--- src/rtl/binv_initiator_if.sv ---
// ============================================================================
// Module      : binv_initiator_if
// Description : Eviction, completion and per-L1 invalidate signal bundle.
// Revision    : 1.0
// ============================================================================
`default_nettype none

interface binv_initiator_if #(
   parameter int NUM_L1    = 2,
   parameter int LINE_BITS = 256
);
   logic                        evict_valid;
   logic                        evict_ready;
   logic [31:0]                 evict_addr;

   logic                        done_valid;
   logic                        done_ready;
   logic [31:0]                 done_addr;
   logic [LINE_BITS-1:0]        done_data;
   logic                        done_any;

   logic [NUM_L1-1:0]           invalidate_req;
   logic [31:0]                 invalidate_addr;
   logic [NUM_L1-1:0]           invalidate_resp;
   logic [NUM_L1*LINE_BITS-1:0] invalidate_wdata;

   // Initiator side.
   modport master (
      input  evict_valid, evict_addr, done_ready, invalidate_resp, invalidate_wdata,
      output evict_ready, done_valid, done_addr, done_data, done_any,
             invalidate_req, invalidate_addr
   );

   // Shared cache and L1 side.
   modport slave (
      output evict_valid, evict_addr, done_ready, invalidate_resp, invalidate_wdata,
      input  evict_ready, done_valid, done_addr, done_data, done_any,
             invalidate_req, invalidate_addr
   );
endinterface

`default_nettype wire

--- src/rtl/binv_initiator.sv ---
// ============================================================================
// Module      : binv_initiator
// Description : Queues shared-cache evictions and back-invalidates every L1.
// Revision    : 1.0
// ============================================================================
`default_nettype none

module binv_initiator #(
   parameter int NUM_L1      = 2,
   parameter int QDEPTH      = 2,
   parameter int LINE_BITS   = 256,
   parameter int OFFSET_BITS = 5
) (
   input  logic             clk,
   input  logic             rst,
   binv_initiator_if.master bus
);

   localparam int          AW        = $clog2(QDEPTH);
   localparam int          PW        = AW + 1;
   localparam logic [31:0] LINE_MASK = ~((32'd1 << OFFSET_BITS) - 32'd1);

   typedef enum logic [1:0] {
      S_IDLE = 2'd0,
      S_WAIT = 2'd1,
      S_DONE = 2'd2
   } state_e;

   state_e               state_q,      state_d;
   logic [PW-1:0]        wr_ptr_q,     wr_ptr_d;
   logic [PW-1:0]        rd_ptr_q,     rd_ptr_d;
   logic [31:0]          fifo_q [QDEPTH];
   logic [NUM_L1-1:0]    req_q,        req_d;
   logic [31:0]          iaddr_q,      iaddr_d;
   logic [NUM_L1-1:0]    ack_q,        ack_d;
   logic [LINE_BITS-1:0] data_q,       data_d;
   logic                 any_q,        any_d;
   logic                 dvalid_q,     dvalid_d;
   logic [31:0]          daddr_q,      daddr_d;
   logic [LINE_BITS-1:0] ddata_q,      ddata_d;
   logic                 dany_q,       dany_d;

   logic                 fifo_empty;
   logic                 fifo_full;
   logic                 push_en;
   logic                 pop_en;
   logic [NUM_L1-1:0]    sampled;
   logic                 sel_hit;
   logic [LINE_BITS-1:0] sel_data;

   // Pointers carry one wrap bit above the index.
   assign fifo_empty = (wr_ptr_q == rd_ptr_q);
   assign fifo_full  = (wr_ptr_q == {~rd_ptr_q[PW-1], rd_ptr_q[AW-1:0]});
   assign push_en    = bus.evict_valid && !fifo_full;
   assign pop_en     = (state_q == S_IDLE) && !fifo_empty;

   // Acknowledges on channels whose request has already dropped are ignored.
   assign sampled    = bus.invalidate_resp & req_q;

   // Lowest-index sampled acknowledge supplies the candidate line data.
   always_comb begin
      sel_hit  = 1'b0;
      sel_data = '0;
      for (int i = NUM_L1 - 1; i >= 0; i--) begin
         if (sampled[i]) begin
            sel_hit  = 1'b1;
            sel_data = bus.invalidate_wdata[i*LINE_BITS +: LINE_BITS];
         end
      end
   end

   always_ff @(posedge clk) begin
      if (push_en) begin
         fifo_q[wr_ptr_q[AW-1:0]] <= bus.evict_addr & LINE_MASK;
      end
   end

   always_ff @(posedge clk) begin
      if (rst) begin
         state_q  <= S_IDLE;
         wr_ptr_q <= '0;
         rd_ptr_q <= '0;
         req_q    <= '0;
         iaddr_q  <= '0;
         ack_q    <= '0;
         data_q   <= '0;
         any_q    <= 1'b0;
         dvalid_q <= 1'b0;
         daddr_q  <= '0;
         ddata_q  <= '0;
         dany_q   <= 1'b0;
      end else begin
         state_q  <= state_d;
         wr_ptr_q <= wr_ptr_d;
         rd_ptr_q <= rd_ptr_d;
         req_q    <= req_d;
         iaddr_q  <= iaddr_d;
         ack_q    <= ack_d;
         data_q   <= data_d;
         any_q    <= any_d;
         dvalid_q <= dvalid_d;
         daddr_q  <= daddr_d;
         ddata_q  <= ddata_d;
         dany_q   <= dany_d;
      end
   end

   always_comb begin
      state_d  = state_q;
      wr_ptr_d = wr_ptr_q + {{(PW-1){1'b0}}, push_en};
      rd_ptr_d = rd_ptr_q + {{(PW-1){1'b0}}, pop_en};
      req_d    = req_q;
      iaddr_d  = iaddr_q;
      ack_d    = ack_q;
      data_d   = data_q;
      any_d    = any_q;
      dvalid_d = dvalid_q;
      daddr_d  = daddr_q;
      ddata_d  = ddata_q;
      dany_d   = dany_q;

      case (state_q)
         S_IDLE: begin
            if (!fifo_empty) begin
               state_d = S_WAIT;
               iaddr_d = fifo_q[rd_ptr_q[AW-1:0]];
               req_d   = '1;
               ack_d   = '0;
               data_d  = '0;
               any_d   = 1'b0;
            end
         end
         S_WAIT: begin
            ack_d = ack_q | sampled;
            req_d = req_q & ~sampled;
            // Only the first acknowledging L1 provides the returned line.
            if (sel_hit && !any_q) begin
               data_d = sel_data;
               any_d  = 1'b1;
            end
            if (ack_d == '1) begin
               state_d  = S_DONE;
               dvalid_d = 1'b1;
               daddr_d  = iaddr_q;
               ddata_d  = data_d;
               dany_d   = any_d;
            end
         end
         S_DONE: begin
            if (bus.done_ready) begin
               state_d  = S_IDLE;
               dvalid_d = 1'b0;
            end
         end
         default: begin
            state_d = S_IDLE;
         end
      endcase
   end

   assign bus.evict_ready     = !fifo_full;
   assign bus.invalidate_req  = req_q;
   assign bus.invalidate_addr = iaddr_q;
   assign bus.done_valid      = dvalid_q;
   assign bus.done_addr       = daddr_q;
   assign bus.done_data       = ddata_q;
   assign bus.done_any        = dany_q;

endmodule

`default_nettype wire

--- src/flat_wrapper.sv ---
// flat-port wrapper written by rule: the top's interface ports become plain ports
module binv_initiator_flat 
#(
   parameter int NUM_L1      = 2,
   parameter int QDEPTH      = 2,
   parameter int LINE_BITS   = 256,
   parameter int OFFSET_BITS = 5
)
  (clk, rst, bus_evict_valid, bus_evict_addr, bus_done_ready, bus_invalidate_resp, bus_invalidate_wdata, bus_evict_ready, bus_done_valid, bus_done_addr, bus_done_data, bus_done_any, bus_invalidate_req, bus_invalidate_addr);
  binv_initiator_if #(.NUM_L1(NUM_L1), .LINE_BITS(LINE_BITS)) bus_i ();
  input  logic clk;
  input  logic rst;
  input wire logic [$bits(bus_i.evict_valid)-1:0] bus_evict_valid;
  input wire logic [$bits(bus_i.evict_addr)-1:0] bus_evict_addr;
  input wire logic [$bits(bus_i.done_ready)-1:0] bus_done_ready;
  input wire logic [$bits(bus_i.invalidate_resp)-1:0] bus_invalidate_resp;
  input wire logic [$bits(bus_i.invalidate_wdata)-1:0] bus_invalidate_wdata;
  output wire logic [$bits(bus_i.evict_ready)-1:0] bus_evict_ready;
  output wire logic [$bits(bus_i.done_valid)-1:0] bus_done_valid;
  output wire logic [$bits(bus_i.done_addr)-1:0] bus_done_addr;
  output wire logic [$bits(bus_i.done_data)-1:0] bus_done_data;
  output wire logic [$bits(bus_i.done_any)-1:0] bus_done_any;
  output wire logic [$bits(bus_i.invalidate_req)-1:0] bus_invalidate_req;
  output wire logic [$bits(bus_i.invalidate_addr)-1:0] bus_invalidate_addr;
  assign bus_i.evict_valid = bus_evict_valid;
  assign bus_i.evict_addr = bus_evict_addr;
  assign bus_i.done_ready = bus_done_ready;
  assign bus_i.invalidate_resp = bus_invalidate_resp;
  assign bus_i.invalidate_wdata = bus_invalidate_wdata;
  assign bus_evict_ready = bus_i.evict_ready;
  assign bus_done_valid = bus_i.done_valid;
  assign bus_done_addr = bus_i.done_addr;
  assign bus_done_data = bus_i.done_data;
  assign bus_done_any = bus_i.done_any;
  assign bus_invalidate_req = bus_i.invalidate_req;
  assign bus_invalidate_addr = bus_i.invalidate_addr;
  binv_initiator #(.NUM_L1(NUM_L1), .QDEPTH(QDEPTH), .LINE_BITS(LINE_BITS), .OFFSET_BITS(OFFSET_BITS)) u_core (.clk(clk), .rst(rst), .bus(bus_i));
endmodule
--- config.mk ---
export PLATFORM = sky130hd
export DESIGN_NAME = binv_initiator_flat
export DESIGN_NICKNAME = d
export VERILOG_FILES = /design/src/rtl/binv_initiator_if.sv /design/src/rtl/binv_initiator.sv /design/src/flat_wrapper.sv
export SDC_FILE = /design/constraint.sdc
export NUM_CORES = 2
export LEC_CHECK = 0
export ABC_CLOCK_PERIOD_IN_PS = 2800
export BUFFER_PORTS_ARGS = -buffer_cell sky130_fd_sc_hd__buf_2
export CAP_MARGIN = 20
export CORE_AREA = 2 2 345 347
export DETAILED_ROUTE_END_ITERATION = 7
export DIE_AREA = 0 0 347 349
export SLEW_MARGIN = 20
export SYNTH_ARGS = -nofsm -noshare
export SYNTH_HDL_FRONTEND = slang
export SYNTH_SLANG_ARGS = --single-unit
--- constraint.sdc ---
create_clock -name clk -period 2.8 [get_ports clk]
set_input_delay 0.42 -clock clk [delete_from_list [all_inputs] [get_ports clk]]
set_output_delay 0.42 -clock clk [all_outputs]
set_load 0.01 [all_outputs]
Word level (Yosys, flattened, before mapping)
Memory sizes are Yosys's and may differ from the RTL's. A register that Yosys moved wholly into a read port is not among the register bits.
Cells that the tools add are included.
{"block": "word_totals", "reg_bits": 589, "ramBits": 54, "wordCells": 66, "mem_count": 1}
{"memory": "u_core.fifo_q", "words": 2, "word_bits": 27, "rd": 1, "rd_clocked_by_memory_dff": 1, "wr": 1, "line": "binv_initiator.sv:32", "text": "logic [31:0] fifo_q [QDEPTH];"}
{"block": "classes", "n_addsub": 2, "eq_ne": 8, "muxes": 23, "n_bitwise": 6, "n_reduce_logical": 14}
{"operator": "$mux W256", "n": 4}
{"operator": "$pmux W256 S2", "n": 1}
{"operator": "$mux W2", "n": 5}
{"operator": "$mux W1", "n": 8}
{"operator": "$pmux W2 S2", "n": 2}
{"operator": "$pmux W2 S3", "n": 1}
{"operator": "$reduce_and A2 Y1", "n": 3}
{"operator": "$reduce_and A3 Y1", "n": 2}
{"operator": "$add A2 B1 Y2", "n": 2}
{"operator": "$and A2 B2 Y2", "n": 2}
{"operator": "$eq A2 B2 Y1", "n": 2}
{"operator": "$eq A2 B2 Y1 const B", "n": 2}
{"operator": "$ne A2 B2 Y1 const B", "n": 2}
{"operator": "$pmux W1 S2", "n": 2}
{"operator": "$reduce_bool A2 Y1", "n": 2}
{"operator": "$logic_and A1 B1 Y1", "n": 3}
{"operator": "$logic_not A1 Y1", "n": 3}
{"operator": "$eq A2 B1 Y1 const B", "n": 1}
{"operator": "$logic_not A2 Y1", "n": 1}
{"operator": "$ne A2 B1 Y1 const B", "n": 1}
{"operator": "$not A1 Y1", "n": 2}
{"operator": "$not A2 Y2", "n": 1}
{"operator": "$or A2 B2 Y2", "n": 1}

Longest topological paths before layout
{"block": "depth", "word_depth": 6, "ltp_mapped": 8}

Worst setup path after synthesis
Ideal clock, no wire load.
{"block": "synth_timing", "path_kind": "flip-flop to flip-flop", "startpoint": "register u_core.rd_ptr_q[0]", "endpoint": "memory u_core.fifo_q[1][0] (netlist bit) (enable)", "setup_ns": 0.388, "t_arrival_ns": 1.708, "required_time_ns": 2.412, "setup_slack_ns": 0.704, "stages_incl_launch_ff": 6, "n_path_buf": 1, "period_less_slack_ns": 2.096, "path_cell_list": "dfxtp_1 > buf_4 > xnor2_1 > nand2b_1 > and2_1 > ha_1"}
{"block": "synth_via", "elab_chain_cells": 5}
{"item": "from (decl)", "line": "binv_initiator.sv:31", "text": "logic [PW-1:0] rd_ptr_q, rd_ptr_d;"}
{"item": "from (signal assigned)", "line": "binv_initiator.sv:95", "text": "rd_ptr_q <= rd_ptr_d;"}
{"item": "$eq A2 B2 Y1", "line": "binv_initiator.sv:53", "text": "assign fifo_full = (wr_ptr_q == {~rd_ptr_q[PW-1], rd_ptr_q[AW-1:0]});"}
{"item": "$logic_not A1 Y1"}
{"item": "net bus_evict_ready", "line": "flat_wrapper.sv:18", "text": "output wire logic [$bits(bus_i.evict_ready)-1:0] bus_evict_ready;"}
{"item": "$logic_and A1 B1 Y1", "line": "binv_initiator.sv:54", "text": "assign push_en = bus.evict_valid && !fifo_full;"}
{"item": "$mux W1", "line": "binv_initiator.sv:73", "text": "if (push_en) begin"}
{"item": "$mux W1 (implied by the code)", "line": "binv_initiator.sv:74", "text": "fifo_q[wr_ptr_q[AW-1:0]] <= bus.evict_addr & LINE_MASK;"}
{"item": "to (decl)", "line": "binv_initiator.sv:32"}
The timed path passes the listed nets, and every way through them passes these cells.

Worst setup path after layout
{"block": "layout_timing", "startpoint": "register u_core.req_q[0], in the netlist u_core.bus.invalidate_req[0]", "endpoint": "register u_core.data_q[97]"}
{"block": "layout_via", "elab_chain_cells": 5, "elab_cells_between_ends": 6, "cone_classes": "mux: 4; bitwise: 1; reduce/logical: 1"}
{"item": "from (decl)", "line": "binv_initiator.sv:33", "text": "logic [NUM_L1-1:0] req_q, req_d;"}
{"item": "from (signal assigned)", "line": "binv_initiator.sv:96", "text": "req_q <= req_d;"}
{"item": "$and A2 B2 Y2 *", "line": "binv_initiator.sv:58", "text": "assign sampled = bus.invalidate_resp & req_q;"}
{"item": "$mux W1", "line": "binv_initiator.sv:65", "text": "if (sampled[i]) begin"}
{"item": "$logic_and A1 B1 Y1", "line": "binv_initiator.sv:137", "text": "if (sel_hit && !any_q) begin"}
{"item": "$mux W256 *", "line": "binv_initiator.sv:137"}
{"item": "$pmux W256 S2 *", "line": "binv_initiator.sv:122", "text": "case (state_q)"}
{"item": "to (signal assigned)", "line": "binv_initiator.sv:99", "text": "data_q <= data_d;"}
{"item": "to (decl)", "line": "binv_initiator.sv:36", "text": "logic [LINE_BITS-1:0] data_q, data_d;"}
Mark *: on every way between the ends. The rest lies on a longest branch, timed or not.
A chain may end at the register's enable or synchronous reset.

==> metrics.yaml <==
status:
  run_status: "completed"
min_path:
  whs_path_depth: 4
  hold_path.class: "input port to register"
power_and_ir_drop:
  power_density_mw_per_mm2: 878
  p_leak_uw: 0.0128
  ir_drop_uv: 570
place:
  gp_congestion: 0.850
  place.detailed.hpwl_mm: 70.5
  port_buffers: 859
  pre_cts_ws_ns: 0.364
synth:
  syn-cell-area_mm2: 0.0244
  avgSynthCellArea_um2: 10.0
  synth_top_cell_by_area: "dfxtp_1"
  synth_cell_type_count: 39
  ys_seq_area_share_pct: 54.2
  synthTopCellsByArea: "dfxtp_1, o221ai_1, o2bb2ai_1, edfxtp_1, or3_1"
  ys_ff_latch: 633
  ys_warn_count: 0
  synthCells: 2435
  synth_top_area_share_pct: 47.6
global_routing:
  top_usage_layer: "met2"
  grt_usage_pct: 15.3
  grt_first_pass_wirelength_mm: 143
  use_met1_pct: 19.2
  use_met2_pct: 24.8
  grt_pass1_vias: 22100
  overflow: 0
  grt_max_degree: 100
  use_met3_pct: 4.38
  antenna_found_initial: 35
worst_setup_path:
  critPathCaptureType: "register"
  crit_required_ns: 3.33
  worstSetupPathType: "register to register"
  cp_max_fo: 86
  rr_worst_depth: 6
  critPathLaunchType: "register"
  crit_arrival_ns: 2.91
cells_and_area:
  syn_to_final_growth_pct: 36.1
  mostFrequentLayoutCell: "buf_2"
  layout_common_cells: "buf_2, dfxtp_1, nand2_1"
  drive_gt1_share_pct: 34.1
  nets: 3789
sta:
  finalWorstSetupSlack_ns: 0.425
  final_hold_viol_count: 0
  slew-limit-headroom_pct: 56.2
  setup_viol: 0
  timing.fmax_ghz: 0.421
  fin_skew_ns: 0.0385
  min_period_ns: 2.38
  fin_hold_ws_ns: 0.126
  drv_slew: 0
  worstMarginPinSlew_ns: 0.652
  min_period_over_period_pct: 84.8
  rsz0062_at_grt: "no"
  tns_ns: 0
drt:
  routed_wl_mm: 98.5
  num_vias: 23100
  via_per_inst: 4.77
  routedWlPerCell_um: 20.4
  first_iter_violations: 1796
  drtAntennaViolNets: 0
  drc: 0
  first_pass_iters: 6
floorplanning:
  initial_core_util_pct: 20.7
  die_w_um: 347
  die_h_um: 349
  pin_count: 875
  fp-row-count: 126
  coreArea_mm2: 0.117
  dieArea_mm2: 0.121
clock_tree:
  cts_tree: "done"
  cts.sinks: 633
  post_cts_resized: 0
  cts_made_buffers: 73
  htreeDepth: 3
  clk_pin_slew_ns: 0.06
  root_buffer: "clkbuf_16"
  insertion_delay_ns: 0.64
  cts_buffer_depth: 3
flow_run:
  drv_cap: 0
critical path: stages (launching register included):
cell and delay (ns):
dfxtp_1 0.41, and2_1 0.37, or3_4 0.24, buf_12 0.32, buf_4 0.43, o221ai_1 0.20, o21ai_0 0.18
per-layer routing:
layer | wire, um | vias up
li1 | - | 10800
met1 | 40600 | 11000
met2 | 46100 | 984
met3 | 8250 | 212
met4 | 3550 | 20
met5 | 114 | -
where the power goes:
group | internal, uW | switching, uW
Combinational | 3030 | 5430
Clock | 5670 | 3920
Sequential | 10300 | 758
timing repair:
action,4_1_cts,5_1_grt
endpoints found under the setup margin,0,0
hold endpoints to repair,54,0
setup buffers,0,0
hold buffers,27,0
cell families after synthesis:
logic type,after synthesis,synth area share (%)
AO/OA/AOI/OAI,839,26.4
XOR/XNOR,4,0.144
adder cells (fa/ha/maj),3,0.154
buffers and inverters,265,5.09
flip-flops,633,54.2
multiplexers,27,1.11
other,1,0.0154
AND/OR/NAND/NOR,663,12.8
sequential cells by signal, summed over array words and instances, names as in the netlist:
register / cells
u_core.wr_ptr_q: 2
u_core.bus.done_addr: 27
u_core.state_q: 2
u_core.bus.invalidate_req: 2
u_core.bus.done_valid: 1
u_core.any_q: 1
u_core.ack_q: 2
u_core.bus.invalidate_addr: 27
u_core.bus.done_any: 1
u_core.fifo_q: 54
u_core.rd_ptr_q: 2
u_core.bus.done_data: 256
u_core.data_q: 256
path summary, 6_finish.rpt:
kind	startpoint	end	slack, ns
worst max-delay path	u_core.bus.invalidate_req[0]	u_core.data_q[97]	0.42
worst min-delay path	bus_done_ready	u_core.state_q[1]	0.13
worst max register to register	u_core.bus.invalidate_req[0]	u_core.data_q[97]	0.42
worst min register to register	u_core.data_q[202]	u_core.data_q[202]	0.45
Yosys cell counts (all sizes together):
cell     count
o31ai       81
nor4         1
nand3       41
o21ai      218
o22ai       41
nand2b       4
nor2b        2
nor2        76
and2         3
o221a        1
buf        146
clkinv       1
o2bb2ai    216
a32o         1
conb         1
a21oi       35
inv          4
xnor2        4
clkbuf     114
ha           3
nand2      316
edfxtp      54
or2          1
a211oi      28
dfxtp      579
nor3         2
or3        217
mux2i       27
o221ai     217
a31oi        1
layout make-up:
cell class	instances	area (um^2)
Fill cell	12600	84300
Sequential cell	633	13200
Multi-Input combinational cell	1546	10000
Timing Repair Buffer	977	5600
Clock buffer	103	2050
Tap cell	1536	1920
Clock inverter	26	313
Antenna cell	8	20.0
Inverter	5	18.8
per-stage QoR:
stage | total power, uW | util [%] | instances | cell area (um^2)
floorplan | 16400 | - | 2444 | 24400
global placement | 19600 | 26.0 | 4670 | 30500
detailed placement | 19700 | 26.0 | 4670 | 30500
CTS | 29400 | 28.2 | 4826 | 33100
global route | 30700 | 28.2 | 4834 | 33200
finish | 29100 | 28.2 | 4834 | 33200
Power figures use the tool's default switching activity.
